### src/rtl/pc_fetch_gen.sv
`default_nettype none
// ============================================================================
// Module      : pc_fetch_gen
// Description : Program-counter generator with request/grant fetch issue,
//               in-order outstanding-address FIFO and wrong-path drop count.
//               Optional macro PC_ALIGN_CHECK_EN enables misaligned-jump flag.
// Revision    : 1.0 - initial release
// ============================================================================
module pc_fetch_gen #(
  parameter int unsigned        ADDR_W     = 32,
  parameter logic [ADDR_W-1:0]  RESET_ADDR = '0,
  parameter int unsigned        OT_DEPTH   = 2
) (
  input  logic              clk,
  input  logic              rst,
  input  logic              jtag_reset_flag_i,
  input  logic              jump_flag_i,
  input  logic [ADDR_W-1:0] jump_addr_i,
  input  logic [2:0]        hold_flag_i,
  output logic              req_o,
  output logic [ADDR_W-1:0] req_addr_o,
  input  logic              gnt_i,
  input  logic              rsp_valid_i,
  output logic              rsp_valid_o,
  output logic [ADDR_W-1:0] rsp_pc_o,
  output logic              misalign_o
);

  localparam int unsigned       PTR_W      = (OT_DEPTH > 1) ? $clog2(OT_DEPTH) : 1;
  localparam int unsigned       CNT_W      = $clog2(OT_DEPTH + 1);
  localparam int unsigned       SUM_W      = CNT_W + 1;
  localparam logic [PTR_W-1:0]  LAST_PTR   = PTR_W'(OT_DEPTH - 1);
  localparam logic [ADDR_W-1:0] ALIGN_MASK = ~ADDR_W'(3);
  localparam logic [ADDR_W-1:0] PC_STEP    = ADDR_W'(4);

  logic [ADDR_W-1:0] pc_q, pc_d;
  logic [ADDR_W-1:0] fifo_q [OT_DEPTH];
  logic [PTR_W-1:0]  rd_ptr_q, rd_ptr_d;
  logic [PTR_W-1:0]  wr_ptr_q, wr_ptr_d;
  logic [CNT_W-1:0]  occ_q, occ_d;
  logic [CNT_W-1:0]  drop_q, drop_d;

  logic              w_flush;
  logic              w_push;
  logic              w_pop;
  logic              w_drop_rsp;
  logic [SUM_W-1:0]  w_inflight;

  function automatic logic [PTR_W-1:0] ptr_inc(input logic [PTR_W-1:0] p);
    return (p == LAST_PTR) ? '0 : p + PTR_W'(1);
  endfunction

  assign w_flush    = jtag_reset_flag_i | jump_flag_i;
  // Dropped-but-unreturned fetches still occupy bus slots, so they gate issue.
  assign w_inflight = SUM_W'(occ_q) + SUM_W'(drop_q);

  assign req_o      = !rst && !w_flush && (hold_flag_i == 3'b000) &&
                      (w_inflight < SUM_W'(OT_DEPTH));
  assign req_addr_o = pc_q;
  assign w_push     = req_o && gnt_i;

  assign w_drop_rsp = !rst && !w_flush && rsp_valid_i && (drop_q != '0);
  assign w_pop      = !rst && !w_flush && rsp_valid_i && (drop_q == '0) && (occ_q != '0);

  assign rsp_valid_o = w_pop;
  assign rsp_pc_o    = (occ_q == '0) ? RESET_ADDR : fifo_q[rd_ptr_q];

`ifdef PC_ALIGN_CHECK_EN
  assign misalign_o = !rst && !jtag_reset_flag_i && jump_flag_i &&
                      (jump_addr_i[1:0] != 2'b00);
`else
  assign misalign_o = 1'b0;
`endif

  always_comb begin
    pc_d     = pc_q;
    rd_ptr_d = rd_ptr_q;
    wr_ptr_d = wr_ptr_q;
    occ_d    = occ_q;
    drop_d   = drop_q;

    if (jtag_reset_flag_i) begin
      pc_d = RESET_ADDR;
    end else if (jump_flag_i) begin
      pc_d = jump_addr_i & ALIGN_MASK;
    end else if (w_push) begin
      pc_d = pc_q + PC_STEP;
    end

    if (w_flush) begin
      rd_ptr_d = '0;
      wr_ptr_d = '0;
      occ_d    = '0;
      // A response arriving in the flush cycle retires one wrong-path fetch.
      if (w_inflight != '0) begin
        drop_d = CNT_W'(w_inflight - SUM_W'(rsp_valid_i));
      end else begin
        drop_d = '0;
      end
    end else begin
      if (w_push) begin
        wr_ptr_d = ptr_inc(wr_ptr_q);
      end
      if (w_pop) begin
        rd_ptr_d = ptr_inc(rd_ptr_q);
      end
      occ_d = occ_q + CNT_W'(w_push) - CNT_W'(w_pop);
      if (w_drop_rsp) begin
        drop_d = drop_q - CNT_W'(1);
      end
    end
  end

  always_ff @(posedge clk) begin
    if (rst) begin
      pc_q     <= RESET_ADDR;
      rd_ptr_q <= '0;
      wr_ptr_q <= '0;
      occ_q    <= '0;
      drop_q   <= '0;
    end else begin
      pc_q     <= pc_d;
      rd_ptr_q <= rd_ptr_d;
      wr_ptr_q <= wr_ptr_d;
      occ_q    <= occ_d;
      drop_q   <= drop_d;
    end
  end

  always_ff @(posedge clk) begin
    if (w_push) begin
      fifo_q[wr_ptr_q] <= pc_q;
    end
  end

endmodule
`default_nettype wire

### config.mk
export PLATFORM = sky130hd
export DESIGN_NAME = pc_fetch_gen
export DESIGN_NICKNAME = d
export VERILOG_FILES = /design/src/rtl/pc_fetch_gen.sv
export SDC_FILE = /design/constraint.sdc
export NUM_CORES = 1
export LEC_CHECK = 0
export BUFFER_PORTS_ARGS = -buffer_cell sky130_fd_sc_hd__buf_2
export CAP_MARGIN = 20
export CORE_ASPECT_RATIO = 1.2
export CORE_MARGIN = 2
export CORE_UTILIZATION = 35
export CTS_CLUSTER_SIZE = 25
export DETAILED_ROUTE_END_ITERATION = 16
export SLEW_MARGIN = 30
export SYNTH_ARGS = -nofsm -noshare
export SYNTH_HDL_FRONTEND = slang
export SYNTH_SLANG_ARGS = --single-unit
### constraint.sdc
create_clock -name clk -period 6.2 [get_ports clk]
set_clock_uncertainty 0.1 [all_clocks]
set_input_delay 0.62 -clock clk [delete_from_list [all_inputs] [get_ports clk]]
set_output_delay 0.62 -clock clk [all_outputs]
set_load 0.02 [all_outputs]
==> metrics.csv <==
metric;value;unit
status;finished, final reports clean;
layout.cells.most_common;buf_2;
cp_max_fo;30;
place.gp.congestion;0.791;
diodes;0;
grt_usage;0.167;
synth_seq_cells;97;
synthDistinctLibCells;50;
layout-drive-gt1-share;0.235;
io_buffers;100;
std_cell_rows;46;
arrival;4.44;ns
async_reset_ff_frac;0;
min_period_over_period;0.731;
ctsLongestPathBuffers;2;
core_area;13200;µm²
synth_area;4700;µm²
vias;3776;
netlist_instances;444;
syn_area_per_cell;10.6;µm²
cpMaxStageDelayCell;or4_1;
route.detailed.drc;0;
post-cts-setup-buffer-count;0;
cts.sinks;97;
ys_top_cells_by_area;edfxtp_1 38%, dfxtp_1 16%, mux2i_1 6.6%;
slew_headroom;0.399;
die_y;131;µm
period_minus_slack;4.53;ns
cts_tree;yes;
leakage;2.17;nW
area_growth;20.3;%
crit_chain;ha_1, fa_1, or4_1, nor3_4, inv_2, nor2_2, buf_4;
overflow;0;
synth_top_area_frac;0.383;
wl;12100;µm
maxCapViolCount;0;
cp-end-kind;flip-flop;
hold_viol_final;0;
cts.clk_slew.worst_paths;0.07;ns
ys_warn_count;0;
drt_iter0_drc;237;
cts_made_buffers;9;
dieWidth;110;µm
grt_max_degree;35;
yosys.area.top_type;edfxtp_1;
wl_per_cell;17.2;µm
ys_seq_area_frac;0.541;
antenna_left;0;
grt_pass1_wl;18200;µm
rsz0062_at_grt;false;
antenna_found_initial;0;
synth_edf_count;60;
dieArea;14400;µm²
cp_data_required_time;6.11;ns
p_per_area;252;nW/µm²
maxSlewViolCount;0;
ir_drop;0.138;mV
worst_pin_slew;0.901;ns
fin_tns_setup;0;ns
root_buffer;clkbuf_16;
fin_util;0.429;
cp_slowest_stage_delay;0.91;ns
io_pins;108;
nNetsFinal;576;
hold_class;input port to flip-flop;
cts_max_level;3;
holdBufCountCts;0;
finalSetupViolations;0;
drt_pass1_iterations;4;
synthFlopType;edfxtp_1;
grt_pass1_vias;3428;
cts_resized;0;
crit_type;flip-flop to flip-flop;
initial_core_util;0.357;
clk_latency;0.34;ns
cp-start-kind;flip-flop;
max_freq;221;MHz
vias_per_cell;5.39;
layout_common_cells;100 x buf_2, 60 x edfxtp_1, 48 x nor2_1;
hpwlAfterDp;8240;µm
[power breakdown]
part           switching (W)  internal (W)  leakage, nW
clock network       0.000238      0.000407        0.173
logic              0.0000489     0.0000276         1.06
registers          0.0000154      0.000688        0.936
[Yosys cell counts (all sizes together) (2+ instances only)]
| cell | number |
|---|---|
| or3 | 6 |
| nand2 | 39 |
| a31oi | 15 |
| nor4b | 2 |
| a21oi | 11 |
| nor3 | 14 |
| o211ai | 12 |
| o311a | 9 |
| xor2 | 2 |
| nand2b | 3 |
| clkbuf | 25 |
| a211o | 5 |
| o21ai | 8 |
| xnor2 | 4 |
| a211oi | 3 |
| dfxtp | 37 |
| mux2i | 31 |
| edfxtp | 60 |
| nor4 | 10 |
| nand4 | 8 |
| inv | 9 |
| and4 | 5 |
| or4 | 12 |
| ha | 6 |
| o211a | 3 |
| nor2b | 2 |
| nand3 | 13 |
| o311ai | 9 |
| buf | 9 |
| nor2 | 50 |
| a311oi | 2 |
| and2 | 7 |
[state kept, by name, indices dropped and copies added, names as in the netlist, named ones only]
name and flops:
wr_ptr_q 1, rd_ptr_q 1, req_addr_o 30, drop_q 2, fifo_q 60, occ_q 2
[layer usage]
| layer | vias up | wire (µm) | global-route usage |
|---|---|---|---|
| li1 | 1857 | - | - |
| met1 | 1806 | 5050 | 0.215 |
| met2 | 106 | 6220 | 0.290 |
| met3 | 7 | 675 | 0.0288 |
| met4 | 0 | 109 | 0.0454 |
| met5 | - | 0 | 0 |
[cell families (layout without fill, tap and decap cells)]
| family | after synthesis | in the layout | synth area share |
|---|---|---|---|
| AOI/OAI and AO/OA | 84 | 84 | 0.132 |
| xor gates and xnor gates | 6 | 6 | 0.0112 |
| adders and majority gates | 7 | 7 | 0.0202 |
| buffers and inverters | 43 | 128 | 0.0402 |
| DFF | 97 | 97 | 0.541 |
| muxes | 31 | 31 | 0.0660 |
| other | 1 | 5 | 0.000797 |
| and+or+nand+nor | 175 | 175 | 0.189 |
[per-stage QoR]
step                total power (W)  setup WS (ns)  hold WS, ns  area (µm²)  std cells
floorplan                  0.000763           2.07        0.381        4720        448
global placement           0.000794           1.77        0.395        5300        685
detailed placement         0.000795           1.68        0.410        5300        685
CTS                         0.00144           1.66        0.402        5650        701
global route                0.00147           1.43        0.412        5660        701
finish                      0.00143           1.67        0.410        5660        701
[final timing paths]
check             cells after the start       endpoint  startpoint  slack, ns
setup / recovery                      7  fifo_q[0][27]    occ_q[0]       1.67
hold / removal                        2      drop_q[0]         rst       0.41
setup reg to reg                      7  fifo_q[0][27]    occ_q[0]       1.67
hold reg to reg                       2      flip-flop    rd_ptr_q       0.42
[critical path: cells and delay by family (launching register included)]
family	cells	cell delay [ns]
DFF	1	0.34
adders and majority gates	2	0.72
buffers and inverters	2	0.82
and+or+nand+nor	3	2.18
[layout make-up]
class / instances / area (µm²)
flip-flops and latches: 97 / 2550
multi-input cells: 308 / 1990
well taps: 168 / 210
fillers: 1287 / 7520
clock inverters: 6 / 113
inverters: 9 / 33.8
repair buffers: 103 / 523
clock buffers: 10 / 239
Note: power is estimated with default switching activity, not from simulation.
